## config.mk

```make
export PLATFORM = sky130hd
export DESIGN_NAME = clock_time_core_flat
export DESIGN_NICKNAME = d
export VERILOG_FILES = /design/src/rtl/clock_pkg.sv /design/src/rtl/clock_time_core_if.sv /design/src/rtl/clock_time_core_btn_debounce.sv /design/src/rtl/clock_time_core.sv /design/src/flat_wrapper.sv
export SDC_FILE = /design/constraint.sdc
export NUM_CORES = 1
export LEC_CHECK = 0
export BUFFER_PORTS_ARGS = -buffer_cell sky130_fd_sc_hd__buf_2
export CAP_MARGIN = 10
export CORE_MARGIN = 2
export CORE_UTILIZATION = 60
export DETAILED_ROUTE_END_ITERATION = 16
export PLACE_DENSITY = 0.79
export SYNTH_ARGS = -nofsm -noshare
export SYNTH_HDL_FRONTEND = slang
export SYNTH_SLANG_ARGS = --single-unit
```

## constraint.sdc

```tcl
create_clock -name clk -period 2.5 [get_ports clk]
set_input_delay 0.375 -clock clk [delete_from_list [all_inputs] [get_ports clk]]
set_output_delay 0.375 -clock clk [all_outputs]
set_load 0.1 [all_outputs]
```

## src/rtl/clock_pkg.sv

```systemverilog
// Shared constants and BCD helper for the digital clock timekeeping core.
package clock_pkg;

  localparam logic [1:0] ST_RUN     = 2'b00;
  localparam logic [1:0] ST_SET_HR  = 2'b01;
  localparam logic [1:0] ST_SET_MIN = 2'b10;

  localparam logic [3:0] BLANK_DIGIT = 4'hF;
  localparam logic [7:0] HR_MAX      = 8'h23;
  localparam logic [7:0] MS_MAX      = 8'h59;

  // Increment a packed two-digit BCD value, wrapping to 00 after max.
  function automatic logic [7:0] bcd_inc(input logic [7:0] val, input logic [7:0] max);
    logic [7:0] res;
    if (val == max) begin
      res = 8'h00;
    end else if (val[3:0] == 4'd9) begin
      res = {val[7:4] + 4'd1, 4'd0};
    end else begin
      res = {val[7:4], val[3:0] + 4'd1};
    end
    return res;
  endfunction

endpackage

```

## src/rtl/clock_time_core_if.sv

```systemverilog
// Button inputs and display/status outputs of the clock timekeeping core.
interface clock_time_core_if;

  logic       btn_mode;
  logic       btn_inc;
  logic [3:0] data1;
  logic [3:0] data2;
  logic [3:0] data3;
  logic [3:0] data4;
  logic       sec_tick;
  logic [1:0] mode;

  modport master (
    output btn_mode, btn_inc,
    input  data1, data2, data3, data4, sec_tick, mode
  );

  modport slave (
    input  btn_mode, btn_inc,
    output data1, data2, data3, data4, sec_tick, mode
  );

endinterface

```

## src/rtl/clock_time_core_btn_debounce.sv

```systemverilog
// Button conditioner: two-flop synchroniser, stable-level filter, one-cycle press pulse.
module btn_debounce #(
  parameter int unsigned DEBOUNCE_CYC = 1_000_000
) (
  input  logic clk,
  input  logic rst_n,
  input  logic btn_i,
  output logic press_o
);

  localparam int unsigned CW = $clog2(DEBOUNCE_CYC + 1);
  localparam logic [CW-1:0] CNT_LAST = CW'(DEBOUNCE_CYC - 1);

  logic          sync1_q, sync2_q;
  logic          level_q, level_d;
  logic          press_q, press_d;
  logic [CW-1:0] cnt_q, cnt_d;

  // Count consecutive cycles the synchronised input differs from the accepted level.
  always_comb begin
    level_d = level_q;
    press_d = 1'b0;
    cnt_d   = '0;
    if (sync2_q != level_q) begin
      if (cnt_q == CNT_LAST) begin
        level_d = sync2_q;
        press_d = sync2_q;
      end else begin
        cnt_d = cnt_q + CW'(1);
      end
    end else begin
      cnt_d = '0;
    end
  end

  // Synchroniser and filter state.
  always_ff @(posedge clk or negedge rst_n) begin
    if (!rst_n) begin
      sync1_q <= 1'b0;
      sync2_q <= 1'b0;
      level_q <= 1'b0;
      press_q <= 1'b0;
      cnt_q   <= '0;
    end else begin
      sync1_q <= btn_i;
      sync2_q <= sync1_q;
      level_q <= level_d;
      press_q <= press_d;
      cnt_q   <= cnt_d;
    end
  end

  assign press_o = press_q;

endmodule

```

## src/rtl/clock_time_core.sv

```systemverilog
// 24-hour BCD timekeeping core with 1 Hz prescaler, hour/minute set mode and blinking edit field.
module clock_time_core
  import clock_pkg::*;
#(
  parameter int unsigned CLK_HZ       = 50_000_000,
  parameter int unsigned DEBOUNCE_CYC = 1_000_000,
  parameter int unsigned BLINK_DIV    = 12_500_000
) (
  input logic              clk,
  input logic              rst_n,
  clock_time_core_if.slave bus
);

  localparam int unsigned PW = $clog2(CLK_HZ + 1);
  localparam int unsigned BW = $clog2(BLINK_DIV + 1);
  localparam logic [PW-1:0] PRESC_LAST = PW'(CLK_HZ - 1);
  localparam logic [BW-1:0] BLINK_LAST = BW'(BLINK_DIV - 1);

  logic          mode_press_s, inc_press_s;
  logic [1:0]    state_q, state_d;
  logic [7:0]    hr_q, hr_d, min_q, min_d, sec_q, sec_d;
  logic [PW-1:0] presc_q, presc_d;
  logic [BW-1:0] bcnt_q, bcnt_d, bcnt_step_s;
  logic          blink_q, blink_d, blink_step_s;
  logic          sec_tick_q, sec_tick_d;
  logic [1:0]    mode_q, mode_d;
  logic [3:0]    data1_q, data1_d, data2_q, data2_d, data3_q, data3_d, data4_q, data4_d;

  btn_debounce #(.DEBOUNCE_CYC(DEBOUNCE_CYC)) u_deb_mode (
    .clk     (clk),
    .rst_n   (rst_n),
    .btn_i   (bus.btn_mode),
    .press_o (mode_press_s)
  );

  btn_debounce #(.DEBOUNCE_CYC(DEBOUNCE_CYC)) u_deb_inc (
    .clk     (clk),
    .rst_n   (rst_n),
    .btn_i   (bus.btn_inc),
    .press_o (inc_press_s)
  );

  // Free-running blink step used while an edit field is shown.
  always_comb begin
    if (bcnt_q == BLINK_LAST) begin
      bcnt_step_s  = '0;
      blink_step_s = ~blink_q;
    end else begin
      bcnt_step_s  = bcnt_q + BW'(1);
      blink_step_s = blink_q;
    end
  end

  // Mode FSM, prescaler, BCD time counters; a mode press always pre-empts inc.
  always_comb begin
    state_d    = state_q;
    hr_d       = hr_q;
    min_d      = min_q;
    sec_d      = sec_q;
    presc_d    = presc_q;
    bcnt_d     = '0;
    blink_d    = 1'b0;
    sec_tick_d = 1'b0;
    case (state_q)
      ST_RUN: begin
        if (mode_press_s) begin
          state_d = ST_SET_HR;
          presc_d = '0;
        end else if (presc_q == PRESC_LAST) begin
          presc_d    = '0;
          sec_tick_d = 1'b1;
          sec_d      = bcd_inc(sec_q, MS_MAX);
          if (sec_q == MS_MAX) begin
            min_d = bcd_inc(min_q, MS_MAX);
            if (min_q == MS_MAX) begin
              hr_d = bcd_inc(hr_q, HR_MAX);
            end else begin
              hr_d = hr_q;
            end
          end else begin
            min_d = min_q;
          end
        end else begin
          presc_d = presc_q + PW'(1);
        end
      end
      ST_SET_HR: begin
        presc_d = '0;
        if (mode_press_s) begin
          state_d = ST_SET_MIN;
        end else if (inc_press_s) begin
          hr_d = bcd_inc(hr_q, HR_MAX);
        end else begin
          bcnt_d  = bcnt_step_s;
          blink_d = blink_step_s;
        end
      end
      ST_SET_MIN: begin
        presc_d = '0;
        if (mode_press_s) begin
          state_d = ST_RUN;
          sec_d   = 8'h00;
        end else if (inc_press_s) begin
          min_d = bcd_inc(min_q, MS_MAX);
        end else begin
          bcnt_d  = bcnt_step_s;
          blink_d = blink_step_s;
        end
      end
      default: begin
        state_d = ST_RUN;
        presc_d = '0;
      end
    endcase
  end

  // Digit mux: the field being edited reads as the blank glyph during blink phase 1.
  always_comb begin
    data1_d = hr_q[7:4];
    data2_d = hr_q[3:0];
    data3_d = min_q[7:4];
    data4_d = min_q[3:0];
    mode_d  = state_d;
    if (blink_q && (state_q == ST_SET_HR)) begin
      data1_d = BLANK_DIGIT;
      data2_d = BLANK_DIGIT;
    end else if (blink_q && (state_q == ST_SET_MIN)) begin
      data3_d = BLANK_DIGIT;
      data4_d = BLANK_DIGIT;
    end else begin
      data1_d = hr_q[7:4];
      data4_d = min_q[3:0];
    end
  end

  // Core state and registered outputs.
  always_ff @(posedge clk or negedge rst_n) begin
    if (!rst_n) begin
      state_q    <= ST_RUN;
      hr_q       <= 8'h00;
      min_q      <= 8'h00;
      sec_q      <= 8'h00;
      presc_q    <= '0;
      bcnt_q     <= '0;
      blink_q    <= 1'b0;
      sec_tick_q <= 1'b0;
      mode_q     <= ST_RUN;
      data1_q    <= 4'h0;
      data2_q    <= 4'h0;
      data3_q    <= 4'h0;
      data4_q    <= 4'h0;
    end else begin
      state_q    <= state_d;
      hr_q       <= hr_d;
      min_q      <= min_d;
      sec_q      <= sec_d;
      presc_q    <= presc_d;
      bcnt_q     <= bcnt_d;
      blink_q    <= blink_d;
      sec_tick_q <= sec_tick_d;
      mode_q     <= mode_d;
      data1_q    <= data1_d;
      data2_q    <= data2_d;
      data3_q    <= data3_d;
      data4_q    <= data4_d;
    end
  end

  assign bus.data1    = data1_q;
  assign bus.data2    = data2_q;
  assign bus.data3    = data3_q;
  assign bus.data4    = data4_q;
  assign bus.sec_tick = sec_tick_q;
  assign bus.mode     = mode_q;

endmodule

```

## src/flat_wrapper.sv

```systemverilog
// flat-port wrapper written by rule: the top's interface ports become plain ports
module clock_time_core_flat import clock_pkg::*;
#(
  parameter int unsigned CLK_HZ       = 50_000_000,
  parameter int unsigned DEBOUNCE_CYC = 1_000_000,
  parameter int unsigned BLINK_DIV    = 12_500_000
)
  (clk, rst_n, bus_btn_mode, bus_btn_inc, bus_data1, bus_data2, bus_data3, bus_data4, bus_sec_tick, bus_mode);
  clock_time_core_if bus_i ();
  input logic clk;
  input logic rst_n;
  input wire logic [$bits(bus_i.btn_mode)-1:0] bus_btn_mode;
  input wire logic [$bits(bus_i.btn_inc)-1:0] bus_btn_inc;
  output wire logic [$bits(bus_i.data1)-1:0] bus_data1;
  output wire logic [$bits(bus_i.data2)-1:0] bus_data2;
  output wire logic [$bits(bus_i.data3)-1:0] bus_data3;
  output wire logic [$bits(bus_i.data4)-1:0] bus_data4;
  output wire logic [$bits(bus_i.sec_tick)-1:0] bus_sec_tick;
  output wire logic [$bits(bus_i.mode)-1:0] bus_mode;
  assign bus_i.btn_mode = bus_btn_mode;
  assign bus_i.btn_inc = bus_btn_inc;
  assign bus_data1 = bus_i.data1;
  assign bus_data2 = bus_i.data2;
  assign bus_data3 = bus_i.data3;
  assign bus_data4 = bus_i.data4;
  assign bus_sec_tick = bus_i.sec_tick;
  assign bus_mode = bus_i.mode;
  clock_time_core #(.CLK_HZ(CLK_HZ), .DEBOUNCE_CYC(DEBOUNCE_CYC), .BLINK_DIV(BLINK_DIV)) u_core (.clk(clk), .rst_n(rst_n), .bus(bus_i));
endmodule
```

==> results.md, run 1 <==
Run status:
- The flow ran to the end, and the final reports show no timing, DRC or antenna violations.

Logic synthesis:
- The cell taking the most area after synthesis is sky130_fd_sc_hd__dfrtp_1.
- Each instance of the synthesized netlist takes up on average just under 10 sq um.
- The Yosys step of the flow raised 0 warnings.
- The top cell type by area accounts for roughly half of the synthesized area.
- After synthesis, the share of flip-flops with an asynchronous set or reset is 100%.
- Synthesis instantiated 49 different standard cells from the library.
- The cell count after synthesis came out at ~700.
- By area the synthesized netlist is led by sky130_fd_sc_hd__dfrtp_1, sky130_fd_sc_hd__nor2_1, sky130_fd_sc_hd__xnor2_1.
- The post-synthesis sequential element count is about 140.
- The number of synthesized flops with an enable pin is 0.
- The post-synth net total is 720.
- The total standard cell area after synthesis is roughly 6900 sq um.
- The prevailing post-synth register cell is sky130_fd_sc_hd__dfrtp_1.
- Sequential elements use around 51% of the synthesized area.

Placement:
- The HPWL after detailed placement is 8.85 mm.
- The number of input and output port buffers inserted is 22.
- Routability-driven placement finished with a final weighted congestion of 0.825.
- Once placement finished, the instance area stood at between 7000 and 8000 sq um.
- The minimum setup slack after placement is 0.187 ns.
- After detailed placement, the design holds a cell count of between 800 and 900.

Pwr:
- The analysis attributes to cell leakage a power of roughly 3.4 nW.
- The share of total power dissipated in sequential elements is 48.8%.
- The clock share of power is approximately half.
- The internal power of the cells totals between 0.003 and 0.004 W.
- In this run, the combinational gates consume roughly 1.7% of the power.
- In this run switching power makes up between 20% and 30% of total power.
- Summed over all nets, the switching power comes to 0.000963 W.
- The maximum ir drop on the vdd rail is 0.505 mV.
- For this design the ratio of total power to cell area is 611 nW/um^2.

Critical path:
- The worst setup path is of the reg2reg kind.
- The startpoint type of the worst setup path is a flip-flop.
- On the worst path, the slowest cell contributes a delay of 0.60 ns.
- The worst reg-to-reg path cell count is 7.
- STA puts the critical path data required time at 2.80 ns.
- For this design, the slowest cell found on the critical path is sky130_fd_sc_hd__a2111oi_0.
- STA puts the critical path data arrival time at between 2 and 3 ns.
- The worst-path maximum fanout is 5.
- STA classifies the critical path endpoint as a flip-flop.
- The signal on the critical path passes through inv_1 -> ha_1 -> nand3b_1 -> nor3_1 -> nand3_1 -> a2111oi_0 -> mux2_2.

Timing:
- The post-layout worst setup margin is between 0.15 and 0.2 ns.
- In the finished design, the share of the clock period the worst path needs comes to 93.6%.
- The hold violation count in the final report came to 0.
- The actual transition at the worst max-transition pin is about 0.65 ns.
- The tightest slew margin relative to the limit is ~56%.
- The number of max-slew violations in the final report is 0.
- Setup violations remaining at the end of the flow were counted as 0.
- Setup repair after global routing left no endpoint under its margin.
- The maximum clock frequency is roughly 430 MHz.
- The routed design could run at a clock period as short as 2.34 ns.
- On the final layout, the worst clock skew is about 0.0096 ns.
- The total negative slack for setup checks is 0 ns.

Clock tree:
- After clock tree synthesis, the clock-pin slew on the worst setup and hold paths is 0.05 ns.
- The total number of H-tree levels is 4.
- Once the clock tree was built, the resizer swapped 0 gates to a different size.
- TritonCTS built the clock tree.
- The clock passes through at most 2 buffers.
- The clock root buffer is sky130_fd_sc_hd__clkbuf_16.
- The latest clock arrival within the worst-skew pair is 0.42 ns.
- The number of hold buffers added after CTS was 1.
- The tree built by TritonCTS fans out to approximately 140 sinks.
- Once the clock tree was built, the setup fixing pass inserted 0 buffers.
- TritonCTS created 17 clock buffers.

GRT:
- The pin count of the biggest net entering global routing is 64.
- The residual overflow from global routing is 0.
- The first global-routing pass estimated 23.5 mm of wire.
- The total global-route track usage is between 20% and 30%.
- The initial antenna violation count came to 0.
- The number of global-route vias before repair was a little over 5000.

Final layout:
- The post-synthesis to final-layout area growth is 12.5%.
- The post-route cell area is slightly below 8000 sq um.
- The most common cell after layout, fill and taps aside is sky130_fd_sc_hd__dfrtp_1.
- The number of nets at the end of the flow is 755.
- The final-layout fill cell count is 830.
- The fraction of final layout cells with drive strength greater than 1 is between 10% and 20%.
- The final cell count without fillers is slightly below 900.
- The repair_antennas step left the layout with diodes totalling 0.
- Leaving out fill and tap cells, the most frequent cells in the layout are sky130_fd_sc_hd__dfrtp_1, sky130_fd_sc_hd__nor2_1, sky130_fd_sc_hd__xnor2_1, sky130_fd_sc_hd__nand2_1, sky130_fd_sc_hd__nand3_1.

Floorplan:
- The placeable core area is 11300 sq um.
- In this run the count of I/O pins placed on the die edge is 23.
- The floorplan step defined a die boundary enclosing 12400 sq um.
- For this configuration, the core starts out at a cell density of between 60% and 70%.
- After floorplanning, the core was divided into 39 placement rows.
- Measured along the y axis, the die boundary spans between 100 and 150 um.
- In this run the horizontal extent of the chip is 111 um.

Route:
- The violation count after the first detailed-routing iteration is ~340.
- The first TritonRoute pass finished after 5 iterations.
- After detailed routing, the number of vias per cell comes to ~5.6.
- The total wire length after detailed routing is 13.1 mm.
- In the routed design, unresolved DRC markers number 0.
- The count of nets left with antenna violations after detail routing is 0.
- The average routed wire per standard cell is 14.8 um.
- The routed layout has 5014 vias.

Hold path:
- Counting instances, the worst hold path has a depth of 1.
- The worst hold path belongs to the class in2reg.

Job:
- Across the run, the number of max-cap violations was 0.
final cells by class:
type                    instances  area, sq um  area share, %
inverters                      30          113           1.44
clock inverters                 6         57.6          0.738
multi-input cells             507         3180           40.8
repair buffers                 34          209           2.68
flip-flops and latches        142         3560           45.6
clock buffers                  26          499           6.41
well taps                     143          179           2.30
Yosys cell counts, drive strengths merged (5+ instances only):
library cell  number
dfrtp            142
nor2             136
xnor2             52
nand2             49
nand3             39
xor2              33
inv               30
nand4             21
ha                19
nor3              17
mux2              14
nand2b            13
nor4              13
nand3b            12
clkbuf            11
and3               9
and4               9
a21oi              7
buf                7
or2                6
a211o              5
o21ai              5
or3                5
layer usage:
layer / wire [um] / vias to the layer above / global-route usage, % / part of all wire (%)
met1: 5840 / 2453 / 29.8 / 44
met3: 546 / 16 / 6.80 / 4.2
met4: 165 / 0 / 8.23 / 1.3
met5: 0 / - / 0 / 0
met2: 6580 / 106 / 37.9 / 50
li1: - / 2439 / - / -
power groups by stage:
| stage | combinational (W) | clock, W | sequential, W |
|---|---|---|---|
| finish | 0.0000826 | 0.00236 | 0.00232 |
| global route | 0.0000980 | 0.00250 | 0.00232 |
| CTS | 0.0000871 | 0.00240 | 0.00232 |
| detailed placement | 0.0000851 | 0 | 0.00236 |
| global placement | 0.0000815 | 0 | 0.00236 |
| floorplan | 0.0000257 | 0 | 0.00236 |
stage by stage:
stage / hold WS [ns] / util [%] / total power [W]
detailed placement: 0.347 / 63.8 / 0.00245
global placement: 0.338 / 63.8 / 0.00244
global route: 0.0423 / 68.8 / 0.00492
CTS: 0.0469 / 68.8 / 0.00481
floorplan: 0.0794 / - / 0.00238
finish: 0.0633 / 68.8 / 0.00476
worst max-delay path: cells and delay by family, from the launching register on:
kind,cells,cell delay (ns)
multiplexers,1,0.39
flip-flops,1,0.40
AO/OA/AOI/OAI,1,0.60
buffers and inverters,1,0.07
AND/OR/NAND/NOR,3,0.59
adder cells (fa/ha/maj),1,0.18
worst paths after layout:
path,from,endpoint,slack [ns]
worst min-delay path,bus_btn_mode,u_core.u_deb_mode.sync1_q,0.06
min in group asynchronous,rst_n,u_core.presc_q[7],0.49
worst min register to register,u_core.u_deb_mode.sync1_q,u_core.u_deb_mode.sync2_q,0.36
worst max-delay path,u_core.sec_q[1],u_core.min_q[7],0.16
worst max register to register,u_core.sec_q[1],u_core.min_q[7],0.16
max in group asynchronous,rst_n,u_core.bcnt_q[4],1.27
cells by family (layout without fill, tap and decap cells):
kind of cell / after synthesis / in the layout / synth area share [%]
AND/OR/NAND/NOR: 349 / 349 / 25.2
flip-flops: 142 / 142 / 51.3
XOR/XNOR: 85 / 85 / 10.7
buffers and inverters: 48 / 96 / 2.82
AO/OA/AOI/OAI: 37 / 37 / 3.81
adder cells (fa/ha/maj): 19 / 19 / 3.43
multiplexers: 17 / 17 / 2.71
state kept, by name (all words and copies together) (netlist names), 8 cells and up:
name,cells
u_core.u_deb_mode.cnt_q,20
u_core.u_deb_inc.cnt_q,20
u_core.hr_q,8
u_core.sec_q,8
u_core.min_q,8
u_core.bcnt_q,24
u_core.presc_q,26
Power figures use the tool's default switching activity.
==> run 2, diff against run 1 <==
- CORE_UTILIZATION: 60 -> 52
- GPL_TIMING_DRIVEN: default -> 0
- PLACE_DENSITY: 0.79 -> 0.71
==> results.md, run 2 (same netlist as run 1, synthesis figures left out) <==
Run status:
- The run finished with clean final reports.

Timing:
- The post-layout worst setup margin is between 0.09 and 0.1 ns.
- Dividing the final minimum period by the clock period gives 96.3%.
- The hold violation count in the final report was 0.
- Across the routed clock network, the largest skew measured is roughly 0.0095 ns.
- The post-route minimum period is between 2 and 2.5 ns.
- For the pin with the worst max-slew slack, the measured transition is around 0.86 ns.
- The number of max-slew violations in the final report is 0.
- The tightest slew margin relative to the limit is 42.0%.
- The maximum clock frequency is 416 MHz.
- In the final timing run, aggregate negative setup slack is 0 ns.
- The setup-violating endpoint count in the final report is 0.
- Setup repair after global routing could not meet its margin everywhere.

Critical path:
- For this run, the slowest stage of the critical path takes 0.45 ns.
- Along the worst path, the maximum fanout reaches 5.
- STA puts the critical path data required time at about 2.8 ns.
- In this run the critical register-to-register path is captured at u_core.hr_q[5].
- The worst-path cell with the longest stage delay is sky130_fd_sc_hd__or4b_1.
- In this design, the largest share of critical-path delay is due to compound AO/OA/AOI/OAI gates.
- The worst reg-to-reg path cell count is 7.
- The worst setup path is launched from a flip-flop.
- The critical path is of the reg2reg type.
- The most common cell type on the critical path is sky130_fd_sc_hd__inv_1.
- The number of buffer and inverter stages on the critical path is 2.
- The setup slack of the worst register-to-register path is roughly 0.094 ns.
- The beginning of the worst register-to-register path is u_core.hr_q[4].
- Traced cell by cell, the critical path runs through inv_1 -> ha_1 -> or4b_1 -> o21ai_1 -> inv_1 -> a211oi_1 -> mux2_2.
- The critical path endpoint category is a flip-flop.
- At the worst endpoint, the arrival time is roughly 2.7 ns.

Clock tree:
- Clock tree synthesis found a total of around 140 sinks.
- In this run the post-CTS setup repair buffer count came out at 0.
- TritonCTS built the clock tree.
- The tree is rooted in a sky130_fd_sc_hd__clkbuf_16.
- The clock reaches the later pin of the worst-skew pair after ~0.43 ns.
- The H-tree generated during clock tree synthesis spans 4 levels.
- The largest buffer count on any clock path is 2.
- The clock transition at the register clock pins on the worst setup and hold paths after CTS is approximately 0.05 ns.
- The total clock buffers created by CTS is 17.

Floorplan:
- The height of the die is 119 um.
- The width of the die is 119 um.
- The floorplan step defined a die boundary enclosing 14300 sq um.
- The standard-cell row count is 42.
- For this configuration, the core starts out at a cell density of 52.7%.
- The total area inside the core boundary comes to between 10000 and 15000 sq um.
- In this run the count of I/O pins placed on the die edge is 23.

GRT:
- The first-pass GRT wire length is 23.2 mm.
- The initial antenna violation count is 0.
- The total global-route track usage is 20.1%.
- The residual overflow from global routing is 0.
- Entering global routing, the biggest net connects 105 pins.
- The number of global-route vias before repair is 5058.

Pwr:
- The internal power consumption is 0.00394 W.
- The clock share of power is 51.2%.
- The fraction of power consumed by combinational cells is between 1.5 and 2%.
- The switching part of the total is around a fifth.
- The part of the power in registers is a little under half.
- Power spread over the standard cell area amounts to ~620 nW/um^2.
- The leakage power of the design is 3.44 nW.
- The maximum ir drop on the vdd rail is between 0.4 and 0.5 mV.
- The switching power summed over all nets is roughly 0.00098 W.

Placement:
- Timing analysis after detailed placement gives a worst setup slack of roughly 0.11 ns.
- The HPWL after detailed placement is ~8.6 mm.
- The placed instances occupy a cell area of 7300 sq um.
- The congestion estimate from routability-driven global placement came to roughly 0.83.
- The number of input and output port buffers inserted is 22.

Final layout:
- Summing all multi-input logic gate instances after layout gives around 3200 sq um.
- The total area of sequential cells is roughly 3600 sq um.
- The largest registers in the layout are u_core.presc_q (26), u_core.bcnt_q (24).
- The filler cells instantiated in the layout total 1095.
- The register with the most flip-flops in the layout has 26 of them.
- u_core.presc_q holds more flip-flops than any other register.
- In the final design database the tool counted 763 nets.
- Relative to the synthesized area, the layout overhead comes to 14.0%.
- The fraction of final layout cells with drive strength greater than 1 is a little under an eighth.
- Summing all non-filler instances in the final layout gives an area of 7900 sq um.
- The antenna diode instance count is 0.
- The library cell used most frequently in the layout, excluding fill and tap cells, is sky130_fd_sc_hd__dfrtp_1.
- The library cells used most frequently in the layout, excluding fill and tap cells, are sky130_fd_sc_hd__dfrtp_1, sky130_fd_sc_hd__nor2_1, sky130_fd_sc_hd__xnor2_1, sky130_fd_sc_hd__nand2_1, sky130_fd_sc_hd__nand3_1.

Route:
- The pre-antenna-repair detailed-routing pass consisted of 4 iterations.
- The average via count per standard cell is 5.35.
- Summing over every cut layer, the via total after detailed routing is approximately 5000.
- In the final routed layout, each cell accounts on average for between 10 and 15 um.
- The count of nets left with antenna violations after detail routing is 0.
- The total wire length after detailed routing is 13.0 mm.
- In this run, the number of DRC markers left after iteration 0 of detailed routing was around 340.
- For this run, design rule violations remaining after detail routing come to 0.

Job:
- The max-capacitance violation count is 0.

Hold path:
- Counting instances, the worst hold path has a depth of 1.
- The path category of the worst min-delay check is in2reg.
- The worst hold path begins at bus_btn_inc.
- The path with the worst hold slack has its endpoint at u_core.u_deb_inc.sync1_q.
-- run 2: cell count changes in the layout (fill, tap and decap cells not counted), moves of 2 or more --
cell	previous run	this run
sky130_fd_sc_hd__clkbuf_1	5	15
sky130_fd_sc_hd__buf_4	11	2
sky130_fd_sc_hd__buf_2	21	26
sky130_fd_sc_hd__a2111oi_0	3	1
sky130_fd_sc_hd__a2111oi_1	0	2
sky130_fd_sc_hd__bufinv_16	1	3
sky130_fd_sc_hd__clkbuf_8	4	2
-- run 2: timing repair --
item,4_1_cts,5_1_grt
setup endpoints to repair,0,15
hold buffers,1,0
endpoints found under the hold margin,38,0
resized for setup,0,4
-- run 2: worst max path at each step --
stage / cells past startpoint / slack (ns) / from / end
floorplan: 7 / 0.06 / u_core.state_q[0] / u_core.sec_q[2]
global placement: 1 / -1.10 / rst_n / u_core.state_q[1]
detailed placement: 5 / 0.11 / u_core.presc_q[16] / u_core.min_q[7]
CTS: 5 / 0.09 / u_core.presc_q[16] / u_core.min_q[7]
global route: 7 / -0.007 / u_core.hr_q[4] / u_core.hr_q[5]
finish: 7 / 0.09 / u_core.hr_q[4] / u_core.hr_q[5]
-- run 2: metrics by stage --
step	power, W	hold WS (ns)	utilization (%)	cells
2_1_floorplan	0.00238	0.0794	-	697
3_3_place_gp	0.00244	0.332	55.3	895
3_5_place_dp	0.00245	0.309	55.5	896
4_1_cts	0.00499	0.0404	60.1	928
5_1_grt	0.00510	0.0410	60.1	928
6_report	0.00492	0.0547	60.1	928
-- run 2: power groups by stage --
| stage | sequential [W] | clock, W | combinational [W] |
|---|---|---|---|
| after global placement | 0.00236 | 0 | 0.0000784 |
| final | 0.00232 | 0.00252 | 0.0000838 |
| after CTS | 0.00232 | 0.00258 | 0.0000892 |
| after detailed placement | 0.00236 | 0 | 0.0000876 |
| after global routing | 0.00232 | 0.00268 | 0.000100 |
| after floorplan | 0.00236 | 0 | 0.0000257 |
-- run 2: layer usage --
metal  up-vias  track usage, %  wire, um
met5         -               0         0
met4         0            7.21       204
li1       2451               -         -
met1      2415            25.3      6010
met2        75            33.4      6380
met3        21            5.65       390
-- run 2: cell type report --
type | count | area share, %
inverters | 30 | 1.43
flip-flops and latches | 142 | 45.0
well taps | 176 | 2.79
multi-input cells | 507 | 40.4
plain buffers | 18 | 1.05
clock inverters | 7 | 1.43
clock buffers | 24 | 5.97
repair buffers | 24 | 1.95
